<file path="config.mk">
export PLATFORM = sky130hd
export DESIGN_NAME = event_timestamp_fifo
export DESIGN_NICKNAME = d
export VERILOG_FILES = /design/src/rtl/event_timestamp_fifo.sv
export SDC_FILE = /design/constraint.sdc
export NUM_CORES = 1
export LEC_CHECK = 0
export ABC_AREA = 1
export BUFFER_PORTS_ARGS = -buffer_cell sky130_fd_sc_hd__buf_2
export CAP_MARGIN = 20
export CORE_AREA = 2 2 130 182
export DETAILED_ROUTE_END_ITERATION = 12
export DIE_AREA = 0 0 132 184
export GPL_ROUTABILITY_DRIVEN = 0
export PLACE_DENSITY = 0.79
export SLEW_MARGIN = 10
export SYNTH_ARGS = -nofsm -noshare
export SYNTH_HDL_FRONTEND = slang
export SYNTH_SLANG_ARGS = --single-unit
</file>
<file path="constraint.sdc">
create_clock -name i_clk -period 6.65 [get_ports i_clk]
set_input_delay 0.3325 -clock i_clk [delete_from_list [all_inputs] [get_ports i_clk]]
set_output_delay 0.3325 -clock i_clk [all_outputs]
set_load 0.01 [all_outputs]
</file>
<file path="src/rtl/event_timestamp_fifo.sv">
// Captures the timer value on each rising edge of an asynchronous event line
// and queues the timestamps in a show-ahead FIFO with overflow accounting.
module event_timestamp_fifo #(
  parameter int DEPTH = 8,
  parameter int CNT_W = $clog2(DEPTH) + 1
) (
  input  logic             i_clk,
  input  logic             i_rst_n,
  input  logic [31:0]      i_timer,
  input  logic             i_event,
  input  logic             i_clr,
  input  logic             i_ready,
  output logic             o_valid,
  output logic [31:0]      o_tstamp,
  output logic [CNT_W-1:0] o_count,
  output logic             o_overflow,
  output logic [7:0]       o_drop_cnt,
  output logic             o_event_pulse
);

  localparam int PTR_W = $clog2(DEPTH);

  logic             sync1, sync2, hist;
  logic             rise;
  logic             pop;
  logic             full;
  logic             push_ok;
  logic [PTR_W-1:0] wr_ptr, rd_ptr;
  logic [31:0]      mem [DEPTH];

  // Synchronizer and history flops ignore i_clr so a held-high line never retriggers.
  // NOTE: sequential state uses non-blocking assignments so every flop samples pre-edge values.
  always_ff @(posedge i_clk or negedge i_rst_n) begin
    if (!i_rst_n) begin
      sync1         <= 1'b0;
      sync2         <= 1'b0;
      hist          <= 1'b0;
      o_event_pulse <= 1'b0;
    end else begin
      sync1         <= i_event;
      sync2         <= sync1;
      hist          <= sync2;
      o_event_pulse <= rise;
    end
  end

  assign rise    = sync2 & ~hist;
  assign pop     = o_valid & i_ready;
  assign full    = (o_count == CNT_W'(DEPTH));
  assign push_ok = rise & (~full | pop);

  // NOTE: storage has no reset; o_valid and the o_tstamp gate hide stale contents.
  always_ff @(posedge i_clk) begin
    if (!i_clr && push_ok) begin
      mem[wr_ptr] <= i_timer;
    end
  end

  always_ff @(posedge i_clk or negedge i_rst_n) begin
    if (!i_rst_n) begin
      wr_ptr     <= '0;
      rd_ptr     <= '0;
      o_count    <= '0;
      o_overflow <= 1'b0;
      o_drop_cnt <= '0;
    end else if (i_clr) begin
      wr_ptr     <= '0;
      rd_ptr     <= '0;
      o_count    <= '0;
      o_overflow <= 1'b0;
      o_drop_cnt <= '0;
    end else begin
      if (push_ok) begin
        wr_ptr <= wr_ptr + PTR_W'(1);
      end
      if (pop) begin
        rd_ptr <= rd_ptr + PTR_W'(1);
      end
      case ({push_ok, pop})
        2'b10:   o_count <= o_count + CNT_W'(1);
        2'b01:   o_count <= o_count - CNT_W'(1);
        default: o_count <= o_count;
      endcase
      // A push into a full FIFO without a simultaneous pop is dropped.
      if (rise && full && !pop) begin
        o_overflow <= 1'b1;
        if (o_drop_cnt != 8'hFF) begin
          o_drop_cnt <= o_drop_cnt + 8'd1;
        end
      end
    end
  end

  assign o_valid  = (o_count != '0);
  assign o_tstamp = o_valid ? mem[rd_ptr] : 32'd0;

endmodule

</file>
After elaboration in Yosys (flattened, before gate mapping)
Memory sizes are Yosys's and may differ from the RTL's. Index checks and enable logic that the tools add are counted.

Latch bits: 0. Input bits: 37. Memory bits (read-only): 0. Logic and storage cells: 51. RAM bits: 256. Memories: 1. Flip-flop bits (word level): 23. Output and inout bits: 47.

Memory list: mem (words 8, bits a word 32, rd ports 1, clocked after Yosys merged registers in 0, write ports 1, RTL line 29) `logic [31:0] mem [DEPTH];`.

Reductions and logical operators: 12. Add/subtract/negate cells: 5. Bitwise operators: 6. $mul: 0. Mux-type cells: 14. $lt $le $gt $ge: 0. Eq/ne operators: 4. Shifts and indexed selects: 0. Div/mod/pow operators: 0.

Operators by type and width (count): $mux 32 (1); $mux 8 (3); $mux 3 (4); $add 8x1->8 const B (1); $ne 8x8->1 const B (1); $pmux 4 s2 (1); $reduce_bool 2->1 (4); $add 3x1->3 const B (2); $add 4x1->4 const B (1); $eq 4x4->1 const B (1); $mux 1 (4); $mux 4 (1); $reduce_bool 4->1 (1); $sub 4x1->4 const B (1); $and 1x1->1 (3); $logic_and 1x1->1 (3); $reduce_bool 3->1 (1); $eq 2x1->1 const B (1); $eq 2x2->1 const B (1); $logic_not 1->1 (2); $not 1->1 (2); $reduce_and 2->1 (1); $or 1x1->1 (1).

Logic depth before layout (Yosys ltp)
Gate-level depths: netlist of the first run.

Depth in word-level cells: 7. Gate-level depth with buffers: 12. Mapped depth without buffers: 12.

Worst setup path after synthesis of the first run
No wires, ideal clock.

Kind: flip-flop to flip-flop. Start: register o_count[0]. End: memory mem[0][0], enable pin. Clock period less this slack: 2760 ps. Slack: 3890 ps. Stages on the path, launching flop included: 7. Setup time: 421 ps. Buffers on the path: 0. Arrival time: 2338 ps. Path through: dfrtp_1 nor2_4 nand3_2 nand2_1 nor2_1 nand2_1 nor2_1.

Longest elaborated chain between the ends: 7.

RTL lines: start, declared (RTL line 15) `output logic [CNT_W-1:0] o_count,`; start signal, assigned (RTL line 80) `2'b10: o_count <= o_count + CNT_W'(1);`; start signal, assigned (RTL line 81) `2'b01: o_count <= o_count - CNT_W'(1);`; start signal, assigned (RTL line 82) `default: o_count <= o_count;`; $reduce_bool 4->1 / $eq 4x4->1 (equally long branches) (RTL line 94, 49); $and 1x1->1 / $not 1->1 (equally long branches) (RTL line 48, 50); $or 1x1->1 (*) (RTL line 50) `assign push_ok = rise & (~full | pop);`; $and 1x1->1 (*) (RTL line 50); $logic_and 1x1->1 (*) (RTL line 54) `if (!i_clr && push_ok) begin`; $mux 1 (*) (RTL line 54); $mux 1 (implied by the code) (*) (RTL line 55) `mem[wr_ptr] <= i_timer;`; end, declared (RTL line 29).

Mark *: on every way between the ends. The rest lies on a longest branch, timed or not.

Worst setup path after layout of the first run
Start: register rd_ptr[0]. End: output o_tstamp[9].

Longest elaborated chain between the ends: 2.

RTL lines: start, declared (RTL line 28) `logic [PTR_W-1:0] wr_ptr, rd_ptr;`; start signal, assigned (RTL line 77) `rd_ptr <= rd_ptr + PTR_W'(1);`; $mem_v2 8x32; $mux 32 (RTL line 95) `assign o_tstamp = o_valid ? mem[rd_ptr] : 32'd0;`; end, declared (RTL line 14) `output logic [31:0] o_tstamp,`.

Every way passes these cells.

==> results.cfg, run 1 <==
[outcome]
outcome = complete, no violations

[clock_network]
tritoncts = yes
htreeDepth = 1
path_clk_slew_ps = 60
clk_latency_ps = 510
ctsRootBufferMaster = clkbuf_16
postCtsSetupBuffers = 0
clock_path_buffers = 3
numClockSinks = 279
cts_inserted_buffers = 25

[route]
initialDrtViolationCount = 685
drc = 0
drt_pre_antenna_iters = 5
drt-total-wl_um = 24100
ant_nets = 0
viasPerCell = 5.65
avgRoutedWirePerCell_um = 18.8
vias = 7224

[worst_setup_path]
slowest_stage = dfrtp_4
endpoint_kind = primary output
critPathMaxStageDelay_ps = 820
cpLargestDelayFamily = buffers and inverters
path_max_fanout = 82
critical_path_required_ps = 6320
worstPathCellList = clkinv_2 -> buf_4 -> o21ai_0 -> o22ai_1 -> o21ai_1 -> a31oi_1 -> buf_2
startpoint_type = flip-flop
critPathBufInv = 3
critical_path_class = reg2out
cp.arrival_ps = 3520

[timing]
layout_worst_path_cycle_share_pct = 58.0
hold_violations = 0
worst_slack_ps = 2800
fin_tns_setup_ps = 0
worstMarginPinSlew_ps = 893
drv_slew = 0
slew-limit-headroom_pct = 40.3
fmax_mhz = 259
rsz0062_at_grt = no
skew_ps = 13.2
finalCriticalPeriod_ps = 3850
setup_violations = 0

[floorplan]
core_area_mm2 = 0.0225
dieArea_mm2 = 0.0243
pin_count = 84
num_rows = 65
die_y_um = 184
start_util_pct = 49.5
die_x_um = 132

[global_route]
antenna_found_initial = 2
grt_pass1_wl_um = 38100
grt_max_degree = 83
first_global_vias = 7277
grt.total_usage_pct = 19.8
overflow = 0

[synthesis]
synth.distinct_cells = 31
syn_area_per_cell_um2 = 12.6
netlist_instances = 885
synth-async-reset-ratio_pct = 8.24
synth_top_area_share_pct = 69.0
synth_nets = 927
synth_area_mm2 = 0.0111
synth.ff_latch_count = 279
synth-edff-count = 256
ys_seq_area_share_pct = 74.1
yosys-top-cells-area = edfxtp_1 69%, nor2_1 7.3%, o21ai_0 6.3%
synth_top_cell_by_area = edfxtp_1
yosys_warnings = 0
synth_ff_type = edfxtp_1

[finish]
final_cell_area_mm2 = 0.0128
drive_gt1_share_pct = 16.4
nets = 999
synthToLayoutAreaGrowth_pct = 14.5

[placed_design]
place_ws_ps = 3400
placed_cell_area_mm2 = 0.0119
dp_hpwl_um = 13000
io_buffers = 83

[power]
power.total_w = 0.00451
leakage_nw = 4.49
ir_drop_uv = 180
p_per_area_mw_per_mm2 = 354

[flow_run]
cap_violations = 0

[worst_hold_path]
min_path_type = in2reg
-- final timing paths --
check                           startpoint  slack [ps]  depth (start not counted)     endpoint
worst min-delay path            i_timer[0]          80                          1    mem[0][0]
max in group asynchronous          i_rst_n        5930                          2    rd_ptr[0]
worst min register to register       sync1         360                          0        sync2
worst max-delay path             rd_ptr[0]        2800                          7  o_tstamp[9]
min in group asynchronous          i_rst_n         320                          2   o_count[2]
worst max register to register   rd_ptr[0]        4040                          4    rd_ptr[0]
-- cells in the mapped netlist, types with 3 or more instances --
| master | n |
|---|---|
| edfxtp_1 | 256 |
| nor2_1 | 217 |
| o21ai_0 | 141 |
| nand2_1 | 37 |
| a31oi_1 | 32 |
| o22ai_1 | 32 |
| o21ai_1 | 27 |
| clkbuf_1 | 25 |
| dfrtp_1 | 23 |
| inv_1 | 19 |
| buf_2 | 16 |
| nand3_1 | 8 |
| ha_1 | 5 |
| inv_2 | 5 |
| nor2_4 | 5 |
| a21oi_1 | 4 |
| buf_4 | 4 |
| clkbuf_2 | 4 |
| nand4_1 | 4 |
| xor2_1 | 4 |
| nand2_2 | 3 |
-- worst register-to-register path, cell delays in order, from the launching register on --
cell	delay (ps)
dfrtp_4	820
clkinv_2	680
buf_4	580
o21ai_0	290
a21oi_1	70
-- cell usage in the layout, fill, tap and decap left out, drive strengths merged, types with 5 or more instances in the layout --
master | Yosys | layout
edfxtp | 256 | 256
nor2 | 222 | 222
o21ai | 168 | 168
buf | 24 | 96
nand2 | 40 | 40
o22ai | 32 | 32
a31oi | 32 | 32
clkbuf | 29 | 30
dfrtp | 23 | 23
inv | 24 | 23
clkinv | 0 | 12
nand3 | 10 | 10
ha | 5 | 5
a21oi | 5 | 5
-- what timing repair did --
item                                   in CTS  in global routing
resized for setup                           0                  0
hold buffers                                2                  0
endpoints found under the hold margin      24                  0
-- through the flow --
step | hold slack (ps) | cells | util (%)
after floorplan | 36.9 | 885 | -
after global placement | 348 | 1225 | 52.5
after detailed placement | 341 | 1228 | 52.8
after CTS | 54.4 | 1275 | 56.5
after global routing | 69.2 | 1277 | 56.6
final | 81.5 | 1278 | 56.7
-- final cells by class --
type	count	area (um^2)
Antenna cell	2	5.00
Timing Repair Buffer	98	598
Tap cell	301	377
Sequential cell	279	8270
Clock buffer	30	654
Clock inverter	15	170
Inverter	24	91.3
Multi-Input combinational cell	529	2600
Fill cell	1724	9760
-- kinds of logic after synthesis --
logic type / synth area share (%)
XOR/XNOR: 0.393
AO/OA/AOI/OAI: 11.6
buffers and inverters: 3.09
flip-flops: 74.1
AND/OR/NAND/NOR: 10.2
adder cells (fa/ha/maj): 0.561
-- registers in the layout, summed over array words and instances (netlist names), 3 cells and up --
name / count
wr_ptr: 3
rd_ptr: 3
o_count: 4
mem: 256
o_drop_cnt: 8
-- per-layer routing --
| metal | up-vias | global-route usage (%) | share of wire (%) |
|---|---|---|---|
| met2 | 279 | 34.5 | 52 |
| met3 | 44 | 3.56 | 7.0 |
| met4 | 0 | 6.26 | 2.0 |
| met1 | 3554 | 25.2 | 39 |
| met5 | - | 0 | 0 |
| li1 | 3347 | - | - |
-- power breakdown --
part	leakage, nW	internal [W]	switching, W	total, W
sequential	2.61	0.00194	0.0000530	0.00200
combinational	1.47	0.000357	0.000717	0.00107
clock	0.410	0.000854	0.000587	0.00144
total	4.49	0.00316	0.00136	0.00451
Note: power is estimated with default switching activity, not from simulation.
==> run 2, diff against run 1 <==
--- a/config.mk
+++ b/config.mk
@@ -5,14 +5,14 @@
 export SDC_FILE = /design/constraint.sdc
 export NUM_CORES = 1
 export LEC_CHECK = 0
-export ABC_AREA = 1
+export ABC_AREA = 0
 export BUFFER_PORTS_ARGS = -buffer_cell sky130_fd_sc_hd__buf_2
 export CAP_MARGIN = 20
-export CORE_AREA = 2 2 130 182
+export CORE_AREA = 2 2 128 180
 export DETAILED_ROUTE_END_ITERATION = 12
-export DIE_AREA = 0 0 132 184
+export DIE_AREA = 0 0 130 182
 export GPL_ROUTABILITY_DRIVEN = 0
-export PLACE_DENSITY = 0.79
+export PLACE_DENSITY = 0.82
 export SLEW_MARGIN = 10
 export SYNTH_ARGS = -nofsm -noshare
 export SYNTH_HDL_FRONTEND = slang
==> constraint.sdc (replaced) <==
create_clock -name i_clk -period 3.2 [get_ports i_clk]
set_input_delay 0.16 -clock i_clk [delete_from_list [all_inputs] [get_ports i_clk]]
set_output_delay 0.16 -clock i_clk [all_outputs]
set_load 0.01 [all_outputs]
==> results.cfg, run 2 <==
[power]
leakage_nw = 4.33
ir_drop_uv = 512
p_per_area_mw_per_mm2 = 675

[worst_setup_path]
path_max_fanout = 18
reg2regPathDepth = 5
critical_path_class = reg2reg
startpoint_type = flip-flop
cpLargestDelayFamily = simple AND/OR/NAND/NOR gates
slowest_stage = nor3_4
critPathBufInv = 1
cp.arrival_ps = 3220
critPathMaxStageDelay_ps = 840
endpoint_kind = flip-flop
worstPathCellList = or3_4 -> o21ai_1 -> or3_1 -> nor3_4 -> buf_4
critical_path_required_ps = 3390
timing.rr.start = o_count[1]
rrSetupSlack_ps = 170
r2r_end = mem[0][1]

[floorplan]
core_area_mm2 = 0.0222
die_y_um = 182
num_rows = 65
dieArea_mm2 = 0.0237
die_x_um = 130
start_util_pct = 49.1
pin_count = 84

[clock_network]
ctsRootBufferMaster = clkbuf_16
clk_latency_ps = 520
post_cts_resize_count = 0
htreeDepth = 1
tritoncts = yes
hold_buffers = 35
cts_inserted_buffers = 24
numClockSinks = 279
clock_path_buffers = 3
postCtsSetupBuffers = 0
path_clk_slew_ps = 60

[route]
drt-total-wl_um = 21200
initialDrtViolationCount = 458
ant_nets = 0
viasPerCell = 5.58
vias = 5516
drc = 0
drt_pre_antenna_iters = 5
avgRoutedWirePerCell_um = 21.4

[timing]
fin_tns_setup_ps = 0
drv_slew = 0
setup_violations = 0
slew-limit-headroom_pct = 31.4
skew_ps = 19.2
rsz0062_at_grt = no
fmax_mhz = 330
hold_violations = 0
worstMarginPinSlew_ps = 1030
layout_worst_path_cycle_share_pct = 94.7
worst_slack_ps = 169
finalCriticalPeriod_ps = 3030

[synthesis]
synth_nets = 574
ys_seq_area_share_pct = 75.7
synth_area_mm2 = 0.0109
synth.ff_latch_count = 279
synthTopCellsByCount = 256 x edfxtp_1, 64 x mux4_2, 60 x nor2_1
netlist_instances = 532
syn_area_per_cell_um2 = 20.5
yosys_warnings = 0
synth-edff-count = 256
synth_ff_type = edfxtp_1
yosys-top-cells-area = edfxtp_1 70%, mux4_2 13%, dfrtp_1 5.3%
synth_top_area_share_pct = 70.5
synth.distinct_cells = 37
synth_top_cell_by_area = edfxtp_1
synth-async-reset-ratio_pct = 8.24
yosysMostFrequentCell = edfxtp_1

[global_route]
overflow = 0
grt_pass1_wl_um = 33100
grt.total_usage_pct = 18.4
first_global_vias = 5818
antenna_found_initial = 0
grt_max_degree = 67

[worst_hold_path]
min_path_cells = 2
hold_end = rd_ptr[2]
hold_start = i_clr
min_path_type = in2reg

[placed_design]
dp_cells = 908
placed_cell_area_mm2 = 0.0119
io_buffers = 83
place_ws_ps = 155
dp_hpwl_um = 13000

[finish]
nets = 711
layout_common_cells = 256 x edfxtp_1, 83 x buf_2, 64 x mux4_2, 53 x nor2_1, 36 x mux2i_1
final_cell_count_no_fill = 988
n_antenna_cell = 0
drive_gt1_share_pct = 32.2
top_register = mem
final_cell_area_mm2 = 0.0130
synthToLayoutAreaGrowth_pct = 19.2
final_common_cell = edfxtp_1
reg_top3 = mem (256), o_drop_cnt (8), o_count (4)
largest_reg_flops = 256

[flow_run]
cap_violations = 0

[outcome]
outcome = complete, no violations
[run 2: cell count changes after synthesis, moves of 5 or more]
cell / before / now
a31oi_1: 32 / 2
buf_2: 16 / 5
clkbuf_1: 25 / 15
inv_1: 19 / 4
inv_2: 5 / 0
mux2i_1: 0 / 36
mux4_2: 0 / 64
nand2_1: 37 / 4
nand2b_1: 0 / 6
nor2_1: 217 / 60
nor2_4: 5 / 0
o21ai_0: 141 / 2
o21ai_1: 27 / 1
o22ai_1: 32 / 0
[run 2: cell type report]
type | count | area, um^2
clock buffer | 36 | 717
fill | 1501 | 9200
tap | 301 | 377
inverter | 4 | 15.0
timing repair buffer | 136 | 983
multi-input combinational | 224 | 2590
clock inverter | 8 | 50.0
sequential | 279 | 8270
[run 2: stage by stage]
step	total power (W)	hold slack, ps	utilization (%)
2_1_floorplan	0.00539	-136	-
3_3_place_gp	0.00600	155	53.4
3_5_place_dp	0.00606	166	53.4
4_1_cts	0.00884	62.9	58.4
5_1_grt	0.00911	102	58.6
6_report	0.00877	81.2	58.6
[run 2: routing by layer]
metal	routed length (um)	part of all wire [%]	track usage, %	vias up
li1	-	-	-	2424
met1	8380	40	23.5	2900
met2	11500	54	32.9	163
met3	916	4.3	2.45	29
met4	401	1.9	5.29	0
met5	0	0	0	-
[run 2: logic make-up (layout without fill, tap and decap cells)]
group,Yosys count,in the layout,share of synthesized area (%)
AO/OA/AOI/OAI,15,15,1.10
flip-flops,279,279,75.7
adder cells (fa/ha/maj),5,5,0.573
multiplexers,103,103,16.8
XOR/XNOR,8,8,0.642
AND/OR/NAND/NOR,93,93,3.93
buffers and inverters,29,184,1.19
[run 2: worst max path at each step]
stage / from / endpoint / depth (start not counted)
4_1_cts: o_count[1] / mem[0][21] / 5
3_5_place_dp: o_count[1] / mem[0][27] / 5
5_1_grt: hist / mem[0][1] / 6
3_3_place_gp: hist / mem[0][28] / 6
2_1_floorplan: o_count[0] / mem[2][0] / 4
6_report: o_count[1] / mem[0][1] / 5
[run 2: where the power goes]
part           internal (W)  switching, W
clock               0.00156       0.00122
combinational      0.000857      0.000978
sequential          0.00404      0.000128
